<file path="src/rtl/serial_mag_comparator_if.sv">
// Request/result bundle for the bit-serial magnitude comparator.
// The requester uses the master modport; the comparator uses the slave modport.
interface serial_mag_comparator_if #(
  parameter int N = 8
);
  logic         start;
  logic [N-1:0] A;
  logic [N-1:0] B;
  logic         busy;
  logic         done;
  logic         LT;
  logic         GT;
  logic         EQ;

  modport master (output start, A, B, input busy, done, LT, GT, EQ);
  modport slave  (input start, A, B, output busy, done, LT, GT, EQ);
endinterface

</file>
<file path="src/rtl/serial_mag_comparator.sv">
// Bit-serial N-bit unsigned magnitude comparator: one bit pair per clock, LSB first,
// through a 1-bit cascade cell whose registered outputs feed back as its cascade inputs.
module serial_mag_comparator #(
  parameter int N  = 8,
  parameter int CW = (N > 1) ? $clog2(N) : 1
) (
  input logic                    clk,
  input logic                    rst_n,
  serial_mag_comparator_if.slave bus
);

  typedef enum logic {IDLE, RUN} state_t;

  state_t         state_q, state_d;
  logic [N-1:0]   sa_q, sa_d;
  logic [N-1:0]   sb_q, sb_d;
  logic [CW-1:0]  cnt_q, cnt_d;
  logic           l_q, l_d, g_q, g_d, e_q, e_d;
  logic           lt_q, lt_d, gt_q, gt_d, eq_q, eq_d;
  logic           done_q, done_d;
  logic           bit_a, bit_b, lt_n, gt_n, eq_n;

  // A later (more significant) unequal bit overrides whatever l/g held so far.
  assign bit_a = sa_q[0];
  assign bit_b = sb_q[0];
  assign lt_n  = (~bit_a & bit_b) | (l_q & (~bit_a | bit_b));
  assign gt_n  = (bit_a & ~bit_b) | (g_q & (bit_a | ~bit_b));
  assign eq_n  = e_q & ~(bit_a ^ bit_b);

  always_comb begin
    state_d = state_q;
    sa_d    = sa_q;
    sb_d    = sb_q;
    cnt_d   = cnt_q;
    l_d     = l_q;
    g_d     = g_q;
    e_d     = e_q;
    lt_d    = lt_q;
    gt_d    = gt_q;
    eq_d    = eq_q;
    done_d  = 1'b0;
    unique case (state_q)
      IDLE: begin
        if (bus.start) begin
          sa_d    = bus.A;
          sb_d    = bus.B;
          l_d     = 1'b0;
          g_d     = 1'b0;
          e_d     = 1'b1;
          cnt_d   = '0;
          state_d = RUN;
        end
      end
      RUN: begin
        l_d   = lt_n;
        g_d   = gt_n;
        e_d   = eq_n;
        sa_d  = sa_q >> 1;
        sb_d  = sb_q >> 1;
        cnt_d = cnt_q + CW'(1);
        // Results bypass the cascade registers so partial values never reach the outputs.
        if (cnt_q == CW'(N - 1)) begin
          lt_d    = lt_n;
          gt_d    = gt_n;
          eq_d    = eq_n;
          done_d  = 1'b1;
          cnt_d   = '0;
          state_d = IDLE;
        end
      end
      default: state_d = IDLE;
    endcase
  end

  always_ff @(posedge clk or negedge rst_n) begin
    if (!rst_n) begin
      state_q <= IDLE;
      sa_q    <= '0;
      sb_q    <= '0;
      cnt_q   <= '0;
      l_q     <= 1'b0;
      g_q     <= 1'b0;
      e_q     <= 1'b0;
      lt_q    <= 1'b0;
      gt_q    <= 1'b0;
      eq_q    <= 1'b0;
      done_q  <= 1'b0;
    end else begin
      state_q <= state_d;
      sa_q    <= sa_d;
      sb_q    <= sb_d;
      cnt_q   <= cnt_d;
      l_q     <= l_d;
      g_q     <= g_d;
      e_q     <= e_d;
      lt_q    <= lt_d;
      gt_q    <= gt_d;
      eq_q    <= eq_d;
      done_q  <= done_d;
    end
  end

  assign bus.busy = (state_q == RUN);
  assign bus.done = done_q;
  assign bus.LT   = lt_q;
  assign bus.GT   = gt_q;
  assign bus.EQ   = eq_q;

endmodule

</file>
<file path="src/flat_wrapper.sv">
// flat-port wrapper written by rule: the top's interface ports become plain ports
module serial_mag_comparator_flat 
#(
  parameter int N  = 8,
  parameter int CW = (N > 1) ? $clog2(N) : 1
)
  (clk, rst_n, bus_start, bus_A, bus_B, bus_busy, bus_done, bus_LT, bus_GT, bus_EQ);
  serial_mag_comparator_if #(.N(N)) bus_i ();
  input logic clk;
  input logic rst_n;
  input wire logic [$bits(bus_i.start)-1:0] bus_start;
  input wire logic [$bits(bus_i.A)-1:0] bus_A;
  input wire logic [$bits(bus_i.B)-1:0] bus_B;
  output wire logic [$bits(bus_i.busy)-1:0] bus_busy;
  output wire logic [$bits(bus_i.done)-1:0] bus_done;
  output wire logic [$bits(bus_i.LT)-1:0] bus_LT;
  output wire logic [$bits(bus_i.GT)-1:0] bus_GT;
  output wire logic [$bits(bus_i.EQ)-1:0] bus_EQ;
  assign bus_i.start = bus_start;
  assign bus_i.A = bus_A;
  assign bus_i.B = bus_B;
  assign bus_busy = bus_i.busy;
  assign bus_done = bus_i.done;
  assign bus_LT = bus_i.LT;
  assign bus_GT = bus_i.GT;
  assign bus_EQ = bus_i.EQ;
  serial_mag_comparator #(.N(N), .CW(CW)) u_core (.clk(clk), .rst_n(rst_n), .bus(bus_i));
endmodule
</file>
<file path="config.mk">
export PLATFORM = sky130hd
export DESIGN_NAME = serial_mag_comparator_flat
export DESIGN_NICKNAME = d
export VERILOG_FILES = /design/src/rtl/serial_mag_comparator_if.sv /design/src/rtl/serial_mag_comparator.sv /design/src/flat_wrapper.sv
export SDC_FILE = /design/constraint.sdc
export NUM_CORES = 1
export LEC_CHECK = 0
export BUFFER_PORTS_ARGS = -buffer_cell sky130_fd_sc_hd__buf_2
export CAP_MARGIN = 10
export CORE_MARGIN = 2
export CORE_UTILIZATION = 48
export DETAILED_ROUTE_END_ITERATION = 8
export PLACE_DENSITY = 0.74
export SKIP_LAST_GASP = 1
export SYNTH_ARGS = -nofsm -noshare
export SYNTH_HDL_FRONTEND = slang
export SYNTH_SLANG_ARGS = --single-unit
</file>
<file path="constraint.sdc">
create_clock -name clk -period 1.2 [get_ports clk]
set_input_delay 0.24 -clock clk [delete_from_list [all_inputs] [get_ports clk]]
set_output_delay 0.24 -clock clk [all_outputs]
set_load 0.02 [all_outputs]
</file>
==> results of run 1 <==
[per-stage QoR]
step | hold slack [ns] | setup TNS (ns) | total power, W | instances | utilization
detailed placement | 0.166 | -0.129 | 0.00268 | 169 | 0.572
floorplan | -0.0556 | 0 | 0.00232 | 116 | -
global route | 0.173 | -0.0500 | 0.00349 | 177 | 0.610
CTS | 0.159 | 0 | 0.00314 | 175 | 0.599
finish | 0.167 | 0 | 0.00322 | 177 | 0.610
global placement | 0.166 | 0 | 0.00260 | 169 | 0.572
[path summary, 6_finish.rpt]
check,end,cells after the start
hold reg to reg,u_core.g_q,2
setup reg to reg,u_core.g_q,5
hold / removal,u_core.sb_q[7],3
min in group asynchronous,u_core.sb_q[5],2
max in group asynchronous,u_core.bus.busy,3
setup / recovery,u_core.g_q,5
[sequential cells by signal (all words and copies together) (netlist names)]
signal,count
u_core.g_q,1
u_core.bus.busy,1
u_core.e_q,1
u_core.sb_q,8
u_core.cnt_q,3
u_core.bus.GT,1
u_core.bus.EQ,1
u_core.bus.LT,1
u_core.bus.done,1
u_core.sa_q,8
u_core.l_q,1
[timing repair]
action                                  in CTS  in global routing
endpoints found under the setup margin       5                  5
pin swaps                                    0                  1
hold buffers                                 1                  0
setup buffers                                1                  2
endpoints found under the hold margin       13                  0
gates resized for setup                      5                  4
cloned                                       0                  0
[power by group through the flow]
stage / sequential (W) / combinational, W / clock [W]
after floorplan: 0.00154 / 0.000782 / 0
after global placement: 0.00149 / 0.00111 / 0
after detailed placement: 0.00151 / 0.00117 / 0
after CTS: 0.00146 / 0.00128 / 0.000403
after global routing: 0.00151 / 0.00154 / 0.000440
final: 0.00147 / 0.00138 / 0.000381
[metal layers]
metal | wire length [µm] | vias up | GRT usage
li1 | - | 451 | -
met1 | 967 | 449 | 0.197
met2 | 1170 | 24 | 0.325
met3 | 97 | 4 | 0.0519
met4 | 36 | 0 | 0.0375
met5 | 0 | - | 0
[cells by family (layout without fill, tap and decap cells)]
group	Yosys count	after routing	synth area share
fa+ha+maj	5	5	0.0505
flops	27	27	0.545
simple gates	34	34	0.109
mux	17	17	0.137
buf+inv	10	41	0.0595
compound gates	23	23	0.0989
[synth_stat cells]
master    number  share of area
buf_4          1         0.0061
buf_2          1         0.0040
o21ai_1        6          0.024
nor2_1         7          0.021
dfrtp_1       27           0.54
inv_1          4          0.012
ha_1           5          0.050
nand2_1       23          0.070
mux2i_1       17           0.14
buf_6          2          0.018
o21ai_0       13          0.052
a22o_1         2          0.014
nor2b_1        2          0.010
buf_12         1          0.016
clkbuf_1       1         0.0030
nor3_1         2         0.0081
a21oi_1        2         0.0081
[worst register-to-register path, stage by stage, from the launching register on]
cell and delay (ns):
dfrtp_1 0.43, inv_1 0.07, ha_1 0.19, nor2b_1 0.09
o21ai_0 0.20, nand2_1 0.08
[final cells by class]
class | count | area share
multi-input cells | 79 | 0.349
clock buffers | 3 | 0.0150
inverters | 4 | 0.0100
flip-flops and latches | 27 | 0.452
well taps | 30 | 0.0251
repair buffers | 33 | 0.145
clock inverters | 1 | 0.00334
==> metrics.txt, run 1 <==
setup violators final 0; Pint 0.00201 W; crit path from u_core.sa_q[0]; maximum vdd drop 0.00162 V; first-pass GRT wire length 3730 µm; crit path time final 1.16 ns; fin crit share 0.967; Layout area overhead 20.8%; worst slew pin tran 0.351 ns; Max Freq 861 MHz; Register Area 677 µm²; syn nets 140; ANT nets after route 0; Max-Cap Viols 0; footprint of the multi-input gates 523 µm²; Clock Pin Slew Worst Setup and Hold Paths 0.14 ns; CP top delay family flip-flops; largest net degree at the start of global routing 16; CTS tree done; P_sw 0.00121 W; WP data required 1.42 ns; Syn Area/Cell 10.7 µm²; sequential share of power 0.455; reg2reg start u_core.sa_q[0]; initial drt markers 14; total global-route track usage 0.176; Root Buffer clkbuf_4; slowest cell delay on critical path 0.43 ns; GRT overflow 0; Fillers 205; most frequent cells in the layout dfrtp_1, buf_2, nand2_1; core area 0.00245 mm²; Via Count 928; commonest non-fill, non-tap cell in the layout dfrtp_1; element type at the critical path start register; vias in the first global route 918; insertion delay to the later sink of the worst-skew pair 0.32 ns; dpl hpwl 1620 µm; Seq/Total Area, Yosys 0.545; Buf+Inv Stages, Crit Path 1; Leakage Power 0.767 nW; CP max FO 3; R2R Setup Slk 0.04 ns; number of vias per cell 5.24; area post-placement 0.00140 mm²; # clock sinks 27; Cell variety after synth 17; initial antenna violation count 0; Hold Path Class input pin to register; wirelength, routed 2270 µm; TritonCTS Buffers 3; H-tree level count 1; I/O pin cnt 24; Comb power frac 0.427; drt pass-1 iters 4; status finished clean; clock skew 0.00481 ns; Worst Setup End Kind register; Die Area 0.00301 mm²; Worst slew margin 0.766; max-slew violations 0; pre-CTS setup slack -0.0540 ns; Sw Share 0.376; Die Span X 54.8 µm; final hold violations 0; setup ws final 0.0391 ns; Nets 172; placer congestion estimate 0.751; worst setup path category register to register; Bufs on Longest Clock Path 2; Mapped Area 0.00124 mm²; Slowest-stage cell, CP dfrtp_1; Avg WL per Cell 12.8 µm; layout cell share with drive strength beyond 1 0.286; Port Buffer Count 23; synthesized instance count 116; WP data arrival 1.38 ns; #FFs+latches synth 27; Power Dens Cells 2150 mW/mm²; Die H 54.8 µm; Synth Warn # 0; Finished Cell Area 0.00150 mm²; effective utilization at floorplan 0.505; Clk pwr share 0.118; antenna cells 0; DR DRC count 0; Cell Chain, Critical Path inv_1 -> ha_1 -> nor2b_1 -> o21ai_0 -> nand2_1; Hold Startpoint bus_B[7]; Rows 18
Power figures use the tool's default switching activity.
==> run 2: changes to the inputs <==
--- a/config.mk
+++ b/config.mk
@@ -10,7 +10,7 @@
 export CORE_MARGIN = 2
 export CORE_UTILIZATION = 48
 export DETAILED_ROUTE_END_ITERATION = 8
-export PLACE_DENSITY = 0.74
+export PLACE_DENSITY = 0.83
 export SKIP_LAST_GASP = 1
 export SYNTH_ARGS = -nofsm -noshare
 export SYNTH_HDL_FRONTEND = slang
==> run 2 against run 1 <==
Die area is the same; highest routed layer unchanged; first-iteration DRC count is 29% lower; non-clock buffer count is 1 lower; clock skew is 0.011 ns higher.
==> metrics.txt, run 2 (same netlist as run 1, synthesis figures left out) <==
status finished clean (unchanged); CP max FO 2 (was 3); drt pass-1 iters 4 (unchanged); Max Freq 877 MHz (was 861 MHz); vias in the first global route 823 (was 918); worst slew pin tran 0.587 ns (was 0.351 ns); Avg WL per Cell 12.7 µm (was 12.8 µm); pre-CTS setup slack -0.0611 ns (was -0.0540 ns); slowest cell delay on critical path 0.42 ns (was 0.43 ns); H-tree level count 1 (unchanged); placed insts 169 (unchanged); initial antenna violation count 0 (unchanged); Max-Cap Viols 0 (unchanged); biggest regs u_core.sa_q x8, u_core.sb_q x8, u_core.cnt_q x3 (unchanged); Buf+Inv Stages, Crit Path 1 (unchanged); Bufs on Longest Clock Path 2 (unchanged); placer congestion estimate 0.701 (was 0.751); Die Span X 54.8 µm (unchanged); Leakage Power 0.756 nW (was 0.767 nW); number of vias per cell 5.03 (was 5.24); Root Buffer clkbuf_4 (unchanged); Nets 171 (was 172); Die H 54.8 µm (unchanged); first-pass GRT wire length 3490 µm (was 3730 µm); Slowest-stage cell, CP dfrtp_1 (unchanged); Rows 18 (unchanged); antenna cells 0 (unchanged); maximum vdd drop 0.00144 V (was 0.00162 V); ANT nets after route 0 (unchanged); Fillers 221 (was 205); GRT overflow 0 (unchanged); Via Count 885 (was 928); worst setup path category register to output port (was register to register); I/O pin cnt 24 (unchanged); element type at the critical path start register (unchanged); Clock Pin Slew Worst Setup and Hold Paths 0.15 ns (was 0.14 ns); wirelength, routed 2230 µm (was 2270 µm); dpl hpwl 1610 µm (was 1620 µm); Worst slew margin 0.609 (was 0.766); Cell Chain, Critical Path buf_2 (was inv_1 -> ha_1 -> nor2b_1 -> o21ai_0 -> nand2_1); Hold Path Class input pin to register (unchanged); Die Area 0.00301 mm² (unchanged); insertion delay to the later sink of the worst-skew pair 0.32 ns (about the same); setup ws final 0.0602 ns (was 0.0391 ns); TritonCTS Buffers 3 (unchanged); max-slew violations 0 (unchanged); Util after Layout 0.609 (was 0.610); Worst Setup End Kind output port (was register); total power 0.00320 W (was 0.00322 W); layout cell share with drive strength beyond 1 0.274 (was 0.286); commonest non-fill, non-tap cell in the layout dfrtp_1 (unchanged); Port Buffer Count 23 (unchanged); total global-route track usage 0.164 (was 0.176); initial drt markers 10 (was 14); most frequent cells in the layout dfrtp_1, buf_2, nand2_1 (unchanged); crit path time final 1.14 ns (was 1.16 ns); WP data arrival 0.90 ns (was 1.38 ns); CP top delay family flip-flops (unchanged); Layout area overhead 20.5% (was 20.8%); final hold violations 0 (unchanged); Power Dens Cells 2140 mW/mm² (was 2150 mW/mm²); Finished Layout Cells 176 (was 177); DR DRC count 0 (unchanged); clock skew 0.0163 ns (was 0.00481 ns); core area 0.00245 mm² (unchanged); CTS tree done (unchanged); # clock sinks 27 (unchanged); setup violators final 0 (unchanged); WP data required 0.96 ns (was 1.42 ns); largest net degree at the start of global routing 28 (was 16); Fin Hold WS 0.169 ns (was 0.167 ns); effective utilization at floorplan 0.505 (unchanged); fin crit share 0.950 (was 0.967)
## run 2: changes by cell type in the layout (fill, tap and decap cells not counted), sizes merged
cell,change
clkinv,-1
clkbuf,+1
buf,-1
## run 2: final timing paths
| path | slack, ns | endpoint | depth (start not counted) | startpoint |
|---|---|---|---|---|
| max reg2reg | 0.07 | u_core.bus.LT | 5 | u_core.cnt_q[1] |
| min in group asynchronous | 0.44 | u_core.bus.GT | 2 | rst_n |
| min reg2reg | 0.51 | u_core.l_q | 2 | u_core.l_q |
| max | 0.06 | bus_GT | 1 | u_core.bus.GT |
| max in group asynchronous | 0.33 | u_core.bus.busy | 2 | rst_n |
| min | 0.17 | u_core.sa_q[7] | 3 | bus_A[7] |
## run 2: power breakdown
group / total, W / switching [W] / internal, W
sequential: 0.00149 / 0.000223 / 0.00127
clock: 0.000385 / 0.000256 / 0.000130
combinational: 0.00133 / 0.000716 / 0.000613
## run 2: what timing repair did
action                                  CTS  global route
pin swaps                                 0             1
endpoints found under the setup margin    4             3
resized for setup                         3             5
endpoints found under the hold margin    27             0
buffers inserted                          1             1
hold buffers                              1             0
gates cloned                              0             0
## run 2: routing by layer
layer	part of all wire	up-vias	wire length, µm	global-route usage
met4	0.0045	0	10	0.0500
met1	0.43	421	951	0.196
met2	0.54	16	1200	0.294
met3	0.033	2	73	0.0328
met5	0	-	0	0
li1	-	446	-	-
## run 2: final cells by class
class,instances,area (µm²),share of cell area
Timing Repair Buffer,32,210,0.141
Multi-Input combinational cell,79,528,0.353
Tap cell,30,37.5,0.0251
Clock buffer,4,26.3,0.0176
Sequential cell,27,677,0.453
Inverter,4,15.0,0.0101
## run 2: stage by stage
stage               cell area (µm²)  setup TNS, ns
floorplan                      1240              0
global placement               1400              0
CTS                            1450        -0.0151
finish                         1490              0
global route                   1490        -0.0204
detailed placement             1400         -0.149
## run 2: worst reg2reg max path, cell delays in order (launching register included)
cell	delay, ns
dfrtp_1	0.42
ha_4	0.17
ha_4	0.15
nand2_2	0.10
nor3_2	0.15
nor2_1	0.06
